File: config.mk
export PLATFORM = sky130hd
export DESIGN_NAME = uart_frame_decoder
export DESIGN_NICKNAME = d
export VERILOG_FILES = /design/src/rtl/uart_frame_decoder.sv
export SDC_FILE = /design/constraint.sdc
export NUM_CORES = 1
export LEC_CHECK = 0
export CORE_MARGIN = 2
export CORE_UTILIZATION = 44
export DETAILED_ROUTE_END_ITERATION = 7
export GPL_TIMING_DRIVEN = 0
export PLACE_DENSITY_LB_ADDON = 0.2
export SETUP_SLACK_MARGIN = 0.1
export SLEW_MARGIN = 10
export SYNTH_ARGS = -nofsm -noshare
export SYNTH_HDL_FRONTEND = slang
export SYNTH_SLANG_ARGS = --single-unit
export TNS_END_PERCENT = 100
File: constraint.sdc
create_clock -name clk -period 3.2 [get_ports clk]
set_input_delay 0.64 -clock clk [delete_from_list [all_inputs] [get_ports clk]]
set_output_delay 0.64 -clock clk [all_outputs]
set_load 0.05 [all_outputs]
File: src/rtl/uart_frame_decoder.sv
// UART receive-frame decoder: start/data/[parity]/stop checking on an oversampled rx line.
// Latency: verdict pulse one cycle after the edge that samples the last (or first failing) stop bit.
// Backpressure: none; one pulse per frame, data_out holds the last good frame until the next one.
//
// Ports:
//   clk, rst_n          - clock, synchronous active-low reset
//   rx                  - asynchronous serial input, idle high
//   detect_only         - suspends decoding (FSM held in IDLE, pulses low)
//   parity_odd          - parity sense (1 = odd, 0 = even), used only with parity compiled in
//   data_out            - last good frame, LSB = first data bit received
//   out_valid           - one-cycle pulse, data_out updated together with it
//   frame_err           - one-cycle pulse on a stop bit read as 0
//   parity_err          - one-cycle pulse on parity mismatch (tied 0 without parity)
//   busy                - FSM not in IDLE
// Build option: define UART_FRAME_DECODER_PARITY_EN to add one parity bit after the data bits.

module uart_frame_decoder #(
    parameter int CLK_PER_BIT = 10,
    parameter int DATA_BITS   = 8,
    parameter int STOP_BITS   = 1
) (
    input  logic                 clk,
    input  logic                 rst_n,
    input  logic                 rx,
    input  logic                 detect_only,
    input  logic                 parity_odd,
    output logic [DATA_BITS-1:0] data_out,
    output logic                 out_valid,
    output logic                 frame_err,
    output logic                 parity_err,
    output logic                 busy
);

    typedef enum logic [2:0] {
        S_IDLE   = 3'd0,
        S_START  = 3'd1,
        S_DATA   = 3'd2,
`ifdef UART_FRAME_DECODER_PARITY_EN
        S_PARITY = 3'd3,
`endif
        S_STOP   = 3'd4
    } state_t;

    localparam int            CW        = 16;
    localparam logic [CW-1:0] HALF_LOAD = CW'(CLK_PER_BIT / 2 - 1);
    localparam logic [CW-1:0] FULL_LOAD = CW'(CLK_PER_BIT - 1);
    localparam logic [2:0]    LAST_DATA = 3'(DATA_BITS - 1);
    localparam logic [2:0]    LAST_STOP = 3'(STOP_BITS - 1);

    // Registered state
    logic                 r_sync1;
    logic                 r_sync2;
    logic                 r_rx_prev;
    state_t               r_state;
    logic [CW-1:0]        r_cnt;
    logic [2:0]           r_bit_idx;
    logic [DATA_BITS-1:0] r_shift;
    logic [DATA_BITS-1:0] r_data;
    logic                 r_out_valid;
    logic                 r_frame_err;

    // Next-state values
    state_t               w_state_nxt;
    logic [CW-1:0]        w_cnt_nxt;
    logic [2:0]           w_bit_nxt;
    logic [DATA_BITS-1:0] w_shift_nxt;
    logic [DATA_BITS-1:0] w_data_nxt;
    logic                 w_valid_nxt;
    logic                 w_ferr_nxt;

    logic                 w_rx_s;
    logic                 w_fall;
    logic                 w_tick;

`ifdef UART_FRAME_DECODER_PARITY_EN
    logic                 r_parity_err;
    logic                 r_par_acc;
    logic                 r_par_bad;
    logic                 w_perr_nxt;
    logic                 w_par_acc_nxt;
    logic                 w_par_bad_nxt;
`else
    logic                 w_unused_parity_odd;
    assign w_unused_parity_odd = parity_odd;
`endif

    assign w_rx_s = r_sync2;
    // A start needs a genuine 1->0 transition, so a line stuck low after a
    // frame error (break) cannot re-trigger until it has been seen high.
    assign w_fall = r_rx_prev & ~r_sync2;
    assign w_tick = (r_cnt == '0);

    always_comb begin
        w_state_nxt = r_state;
        w_cnt_nxt   = r_cnt;
        w_bit_nxt   = r_bit_idx;
        w_shift_nxt = r_shift;
        w_data_nxt  = r_data;
        w_valid_nxt = 1'b0;
        w_ferr_nxt  = 1'b0;
`ifdef UART_FRAME_DECODER_PARITY_EN
        w_perr_nxt    = 1'b0;
        w_par_acc_nxt = r_par_acc;
        w_par_bad_nxt = r_par_bad;
`endif
        if (detect_only) begin
            w_state_nxt = S_IDLE;
            w_cnt_nxt   = '0;
            w_bit_nxt   = '0;
        end else begin
            case (r_state)
                S_IDLE: begin
                    if (w_fall) begin
                        w_state_nxt = S_START;
                        w_cnt_nxt   = HALF_LOAD;
                        w_bit_nxt   = '0;
                    end
                end
                S_START: begin
                    if (w_tick) begin
                        // Line back high at mid start bit: treat as a glitch.
                        if (w_rx_s) begin
                            w_state_nxt = S_IDLE;
                        end else begin
                            w_state_nxt = S_DATA;
                            w_cnt_nxt   = FULL_LOAD;
                            w_bit_nxt   = '0;
`ifdef UART_FRAME_DECODER_PARITY_EN
                            w_par_acc_nxt = 1'b0;
`endif
                        end
                    end else begin
                        w_cnt_nxt = r_cnt - 1'b1;
                    end
                end
                S_DATA: begin
                    if (w_tick) begin
                        w_shift_nxt = {w_rx_s, r_shift[DATA_BITS-1:1]};
                        w_cnt_nxt   = FULL_LOAD;
`ifdef UART_FRAME_DECODER_PARITY_EN
                        w_par_acc_nxt = r_par_acc ^ w_rx_s;
`endif
                        if (r_bit_idx == LAST_DATA) begin
                            w_bit_nxt = '0;
`ifdef UART_FRAME_DECODER_PARITY_EN
                            w_state_nxt = S_PARITY;
`else
                            w_state_nxt = S_STOP;
`endif
                        end else begin
                            w_bit_nxt = r_bit_idx + 1'b1;
                        end
                    end else begin
                        w_cnt_nxt = r_cnt - 1'b1;
                    end
                end
`ifdef UART_FRAME_DECODER_PARITY_EN
                S_PARITY: begin
                    if (w_tick) begin
                        // Data XOR parity bit must equal the selected sense.
                        w_par_bad_nxt = (r_par_acc ^ w_rx_s) != parity_odd;
                        w_cnt_nxt     = FULL_LOAD;
                        w_bit_nxt     = '0;
                        w_state_nxt   = S_STOP;
                    end else begin
                        w_cnt_nxt = r_cnt - 1'b1;
                    end
                end
`endif
                S_STOP: begin
                    if (w_tick) begin
                        if (!w_rx_s) begin
                            // Framing error outranks parity; stop at the first bad stop bit.
                            w_ferr_nxt  = 1'b1;
                            w_state_nxt = S_IDLE;
                        end else if (r_bit_idx == LAST_STOP) begin
                            w_state_nxt = S_IDLE;
`ifdef UART_FRAME_DECODER_PARITY_EN
                            if (r_par_bad) begin
                                w_perr_nxt = 1'b1;
                            end else begin
                                w_valid_nxt = 1'b1;
                                w_data_nxt  = r_shift;
                            end
`else
                            w_valid_nxt = 1'b1;
                            w_data_nxt  = r_shift;
`endif
                        end else begin
                            w_bit_nxt = r_bit_idx + 1'b1;
                            w_cnt_nxt = FULL_LOAD;
                        end
                    end else begin
                        w_cnt_nxt = r_cnt - 1'b1;
                    end
                end
                default: w_state_nxt = S_IDLE;
            endcase
        end
    end

    always_ff @(posedge clk) begin
        if (!rst_n) begin
            r_sync1     <= 1'b1;
            r_sync2     <= 1'b1;
            r_rx_prev   <= 1'b1;
            r_state     <= S_IDLE;
            r_cnt       <= '0;
            r_bit_idx   <= '0;
            r_shift     <= '0;
            r_data      <= '0;
            r_out_valid <= 1'b0;
            r_frame_err <= 1'b0;
`ifdef UART_FRAME_DECODER_PARITY_EN
            r_parity_err <= 1'b0;
            r_par_acc    <= 1'b0;
            r_par_bad    <= 1'b0;
`endif
        end else begin
            // Synchronizer keeps running even while decoding is suspended.
            r_sync1     <= rx;
            r_sync2     <= r_sync1;
            r_rx_prev   <= r_sync2;
            r_state     <= w_state_nxt;
            r_cnt       <= w_cnt_nxt;
            r_bit_idx   <= w_bit_nxt;
            r_shift     <= w_shift_nxt;
            r_data      <= w_data_nxt;
            r_out_valid <= w_valid_nxt;
            r_frame_err <= w_ferr_nxt;
`ifdef UART_FRAME_DECODER_PARITY_EN
            r_parity_err <= w_perr_nxt;
            r_par_acc    <= w_par_acc_nxt;
            r_par_bad    <= w_par_bad_nxt;
`endif
        end
    end

    assign data_out  = r_data;
    assign out_valid = r_out_valid;
    assign frame_err = r_frame_err;
    assign busy      = (r_state != S_IDLE);
`ifdef UART_FRAME_DECODER_PARITY_EN
    assign parity_err = r_parity_err;
`else
    assign parity_err = 1'b0;
`endif

endmodule

==> results of run 1 <==
==> how the worst max path moves through the flow <==
stage                start           end  slack [ns]
3_5_place_dp   detect_only   data_out[5]        0.76
3_3_place_gp         rst_n     r_cnt[11]        0.75
5_1_grt         r_state[2]          busy        0.57
4_1_cts         r_state[2]          busy        0.63
6_report        r_state[2]          busy        0.64
2_1_floorplan   r_state[1]  r_bit_idx[1]        1.08
==> through the flow <==
step | hold slack, ns | std cells | utilization [%] | cell area (sq um)
floorplan | 0.386 | 244 | - | 2160
global placement | 0.401 | 325 | 50.5 | 2380
detailed placement | 0.398 | 325 | 50.5 | 2380
CTS | 0.424 | 333 | 52.5 | 2480
global route | 0.445 | 333 | 52.5 | 2480
finish | 0.418 | 333 | 52.5 | 2480
==> cells by family after synthesis <==
logic type	Yosys count
and+or+nand+nor	95
AOI/OAI and AO/OA	63
DFF	43
buffers and inverters	20
muxes	16
adders and majority gates	5
other	1
xor gates and xnor gates	1
==> registers in the layout, indices dropped and copies added, names as in the netlist <==
register and cells:
r_rx_prev 1, out_valid 1, r_sync1 1, r_state 3
r_cnt 16, data_out 8, r_bit_idx 3, frame_err 1
r_shift 8, r_sync2 1
==> final cells by class <==
| cell class | count | area (sq um) |
|---|---|---|
| Buffer | 12 | 58.8 |
| Sequential cell | 43 | 861 |
| Fill cell | 446 | 2250 |
| Multi-Input combinational cell | 181 | 1210 |
| Clock buffer | 5 | 68.8 |
| Clock inverter | 3 | 23.8 |
| Inverter | 8 | 30.0 |
| Tap cell | 67 | 83.8 |
| Timing Repair Buffer | 14 | 140 |
==> power by group <==
group | switching (mW) | internal [mW]
sequential | 0.00352 | 0.538
clock | 0.201 | 0.156
combinational | 0.0474 | 0.0246
total | 0.252 | 0.718
==> synth_stat cells (all sizes together) (3+ instances only) <==
| master | instances |
|---|---|
| or4 | 5 |
| or3 | 6 |
| o2111ai | 3 |
| ha | 5 |
| o21ai | 23 |
| nor3b | 6 |
| nor4 | 4 |
| o211ai | 3 |
| nor2 | 28 |
| buf | 8 |
| clkbuf | 4 |
| nor2b | 3 |
| nand2b | 9 |
| mux2i | 16 |
| inv | 7 |
| nand3 | 10 |
| nor3 | 9 |
| a21oi | 19 |
| dfxtp | 43 |
| nand2 | 6 |
==> worst reg2reg max path, stage by stage (launching register included) <==
cell and delay [ns]:
dfxtp_1 0.35, inv_1 0.12, ha_1 0.15, nor4b_2 0.40
nand4_2 0.33, a21oi_2 0.32, buf_2 0.26, a211oi_1 0.08
a211oi_1 0.25
==> placed cells by master (no fill, tap or decap), types with 2 or more instances in the layout <==
cell,netlist,layout
nor4_1,2,2
clkinvlp_4,0,2
inv_1,7,7
and3_1,2,2
nand2b_1,9,9
a21o_1,2,2
nor2_1,27,27
a31oi_1,2,2
buf_2,5,5
nor3_1,8,8
nand3_1,9,9
dfxtp_1,43,43
o2111ai_1,3,3
clkbuf_8,0,5
clkbuf_1,4,4
o21ai_0,20,20
a21oi_1,18,18
o21ai_1,3,3
or4_1,5,5
nand2_1,5,5
buf_4,2,2
nor2b_1,3,3
or3_1,6,6
mux2i_1,16,16
ha_1,5,5
a32o_1,2,2
nor3b_1,6,6
nor4_4,2,2
clkdlybuf4s50_1,0,14
a211oi_1,2,2
o211ai_1,3,3
==> routing by layer <==
| layer | GRT usage (%) | vias up |
|---|---|---|
| met1 | 25.3 | 883 |
| li1 | - | 934 |
| met2 | 29.1 | 42 |
| met4 | 7.68 | 0 |
| met3 | 4.07 | 6 |
| met5 | 0 | - |
==> flow_summary.toml, run 1 <==
[outcome]
status = "completed"

[setup_path]
crit_slowest_cell = "clkdlybuf4s50_1"
crit_path_cell_trace = "buf_2 -> or3_1 -> clkdlybuf4s50_1"
cp.depth = 3
slowest_delay_ns = 0.72
worstReg2RegEnd = "r_cnt[8]"
path_delay_family = "buffers and inverters"
rr_startpoint = "r_cnt[0]"
critPathLaunchType = "flip-flop"
crit_fanout = 10
ff2ff_setup_slack_ns = 0.86
critPathCaptureType = "primary output"
rr_worst_depth = 8
arrival_ns = 1.92
critPathKind = "flip-flop to primary output"
path_buf_inv = 2
required_ns = 2.56

[route]
drc = 0
wirelength_mm = 4.74
via_count = 1865
met1_length_mm = 2.31
wl_met3_um = 200
wl_per_cell_um = 14.2
viasPerCell = 5.60
top_layer_used = "met4"
drtIter0Drc = 91
wl_met2_mm = 2.16
ant_nets = 0
first_pass_iters = 4

[logic_synthesis]
synth-adder-area-share_pct = 2.90
synth_compound_area_share_pct = 18.2
seq_area_frac_synth_pct = 39.8
synth_top_family_by_area = "simple AND/OR/NAND/NOR gates"
yosys-top-cells-area = "dfxtp_1, mux2i_1, nor2_1"
yosysTopAreaCell = "dfxtp_1"
netlist_instances = 244
syn_area_per_cell_sq_um = 8.86
synth-warning-count = 0
synthMuxAreaShare_pct = 7.41
ys_seq_elements = 43
synth_area_sq_mm = 0.00216
synth_edf_count = 0
synth_ff_type = "dfxtp_1"
synth_top_cell_area_share_pct = 39.8
syn_nets = 254
synth-simple-area-share_pct = 26.9
synth_xor_area_share_pct = 0.405
yosysUniqueCellTypes = 51
synthArstFlopShare_pct = 0

[floorplan]
pin_count = 17
die_h_um = 74.1
rows = 25
initial_core_util_pct = 45.7
die-area_sq_mm = 0.00549
dieWidth_um = 74.1
coreArea_sq_mm = 0.00472

[global_route]
antenna_found_initial = 0
grt_pass1_wl_mm = 7.86
overflow = 0
grt_util_all_layers_pct = 18.7
grt_max_degree = 16
grt_pass1_vias = 1629

[sta]
fin_ws_ns = 0.642
fin_setup_tns_ns = 0
relSlewSlack_pct = 55.5
min_period_ns = 2.56
maxSlewViolCount = 0
timing.clock.skew_ns = 0.00478
rsz0062_at_grt = "no"
finalCritPeriodShare_pct = 79.9
hold_viol = 0
fmax_ghz = 0.391
worst_pin_slew_ns = 0.666
setup_viol = 0

[clock_network]
clk_pin_slew_ns = 0.08
cts_setup_buffers = 0
clock_tree.root_cell = "clkbuf_8"
clk_latency_ns = 0.30
numCtsBuffers = 5
tritoncts = "done"
clockBufferDepth = 2
holdBufCountCts = 0
htreeDepth = 2
cts_resized = 0
cts.sinks = 43

[pwr]
power.total_mw = 0.971
powerDensity_mw_per_mm2 = 392
peakVddDrop_mv = 0.202
leakage_nw = 0.929

[finish]
drive_gt1_share_pct = 10.2
fin_nets = 275
area_growth_pct = 14.6
diodes = 0

[min_path]
hp-start = "r_sync1"
hold-path-endpoint = "r_sync2"
min_path_cells = 1
hold_path.class = "flip-flop to flip-flop"

[place]
dpl.hpwl_mm = 3.30
place_congestion = 0.818
port_buffers = 14
pre_cts_slack_ns = 0.758

[flow_run]
cap_violations = 0
No activity file was read; power rests on OpenSTA's default activity.
==> run 2: changes to the inputs <==
- clock period: 3.2 -> 2.3 ns (I/O delays scaled with it)
==> run 2 against run 1 <==
Via count increased by 1.2%. Critical path depth unchanged. Global-route usage increased by 0.056 points. Final cell count increased by 1.5%. Clock power increased by 39%. First-iteration DRC count decreased by 1.1%. Non-clock buffer count increased by 5. Power increased by 40%. Sequential share of layout area decreased by 0.97 points. Register-to-register slack got worse by 0.65 ns. Sequential cell count unchanged. Count of clock-buffer cells in the layout unchanged. Highest routed layer unchanged.
==> flow_summary.toml, run 2 (same netlist as run 1, synthesis figures left out) <==
[clock_network]
numCtsBuffers = 5
clk_latency_ns = 0.30
clk_pin_slew_ns = 0.08
holdBufCountCts = 0
htreeDepth = 2
clockBufferDepth = 2
cts.sinks = 43
clock_tree.root_cell = "clkbuf_8"
tritoncts = "done"

[setup_path]
crit_fanout = 10
slowest_delay_ns = 0.45
path_buf_inv = 2
critPathCaptureType = "primary output"
critPathKind = "flip-flop to primary output"
crit_slowest_cell = "dlygate4sd2_1"
path_delay_family = "buffers and inverters"
arrival_ns = 1.64
critPathLaunchType = "flip-flop"
required_ns = 1.84
crit_path_cell_trace = "buf_2 -> or3_1 -> dlygate4sd2_1"

[floorplan]
die_h_um = 74.1
dieWidth_um = 74.1
coreArea_sq_mm = 0.00472
rows = 25
pin_count = 17
die-area_sq_mm = 0.00549
initial_core_util_pct = 45.7

[route]
ant_nets = 0
drc = 0
wl_per_cell_um = 14.3
drtIter0Drc = 90
viasPerCell = 5.59
first_pass_iters = 4
wirelength_mm = 4.85
via_count = 1888

[pwr]
seqPwrFrac_pct = 55.4
p_sw_mw = 0.355
powerDensity_mw_per_mm2 = 534
leakage_nw = 0.977
netSwitchingFraction_pct = 26.1
internal_power_mw = 1.01
clkPwrFrac_pct = 36.6
peakVddDrop_mv = 0.284
power_frac_comb_pct = 8.1

[sta]
rsz0062_at_grt = "yes"
fin_setup_tns_ns = 0
maxSlewViolCount = 0
relSlewSlack_pct = 60.5
hold_viol = 0
fmax_ghz = 0.476
finalCritPeriodShare_pct = 91.3
min_period_ns = 2.10
worst_pin_slew_ns = 0.592
timing.clock.skew_ns = 0.00346
setup_viol = 0

[outcome]
status = "completed"

[finish]
diodes = 0
largest_reg_flops = 16
drive_gt1_share_pct = 12.9
final_util_pct = 54.0
final_cell_mix = "dfxtp_1, nor2_1, o21ai_0"
area_growth_pct = 18.0
layout.cells.most_common = "dfxtp_1"
fin_area_sq_mm = 0.00255
top_register = "r_cnt"
fin_nets = 280

[global_route]
grt_max_degree = 16
antenna_found_initial = 0
grt_pass1_vias = 1647
grt_util_all_layers_pct = 18.8
overflow = 0
grt_pass1_wl_mm = 7.89

[flow_run]
cap_violations = 0

[place]
place_area_sq_mm = 0.00238
place_congestion = 0.818
dpl.hpwl_mm = 3.30
port_buffers = 14

[min_path]
hold_path.class = "flip-flop to flip-flop"
run 2: cell types whose count changed in the layout (fill, tap and decap cells not counted), sizes merged:
cell           before  now
buf                 8   12
clkbuf              9   10
clkdlybuf4s50      14   13
dlygate4sd2         0    1
run 2: final timing paths:
path / from / to / slack (ns) / depth (start not counted)
worst max register to register: r_cnt[10] / r_cnt[15] / 0.21 / 5
worst min register to register: r_sync1 / r_sync2 / 0.42 / 1
worst max-delay path: r_state[2] / busy / 0.20 / 3
worst min-delay path: r_sync1 / r_sync2 / 0.42 / 1
run 2: layout make-up:
cell class / instances / area [sq um]
Fill cell: 435 / 2170
Multi-Input combinational cell: 181 / 1240
Sequential cell: 43 / 861
Timing Repair Buffer: 19 / 176
Tap cell: 67 / 83.8
Clock buffer: 5 / 68.8
Buffer: 12 / 62.6
Inverter: 8 / 30.0
Clock inverter: 3 / 23.8
run 2: routing by layer:
layer | GRT usage (%) | up-vias | part of all wire, %
li1 | - | 948 | -
met1 | 25.4 | 882 | 49
met2 | 28.9 | 45 | 45
met3 | 4.07 | 13 | 4.0
met4 | 8.08 | 0 | 2.4
met5 | 0 | - | 0
run 2: worst reg2reg max path, cell delays in order, from the launching register on:
cell       delay (ns)
dfxtp_1          0.35
nor3_1           0.46
nand2_2          0.16
or4_1            0.53
a2111oi_2        0.37
nor3b_1          0.10
run 2: per-stage QoR:
step,setup WS (ns),power (mW),hold slack [ns],cells
2_1_floorplan,0.176,0.841,0.386,244
3_3_place_gp,0.0279,0.869,0.401,325
3_5_place_dp,0.0230,0.869,0.398,325
4_1_cts,0.107,1.37,0.424,335
5_1_grt,0.0780,1.42,0.445,338
6_report,0.200,1.36,0.417,338
run 2: what timing repair did:
action	CTS	global route
buffers inserted	2	3
resized for setup	3	5
endpoints found under the setup margin	16	29
hold endpoints to repair	0	0
pin swaps	0	3
run 2: power by group through the flow:
stage | clock (mW) | sequential [mW] | combinational, mW
2_1_floorplan | 0 | 0.769 | 0.0721
3_3_place_gp | 0 | 0.770 | 0.0988
3_5_place_dp | 0 | 0.770 | 0.0991
4_1_cts | 0.514 | 0.753 | 0.105
5_1_grt | 0.541 | 0.754 | 0.120
6_report | 0.497 | 0.753 | 0.110
==> run 3: changes to the inputs <==
- CTS_CLUSTER_DIAMETER: not set -> 80
==> results of run 3 <==
Final layout, timing and power as in run 2 (identical DEF).
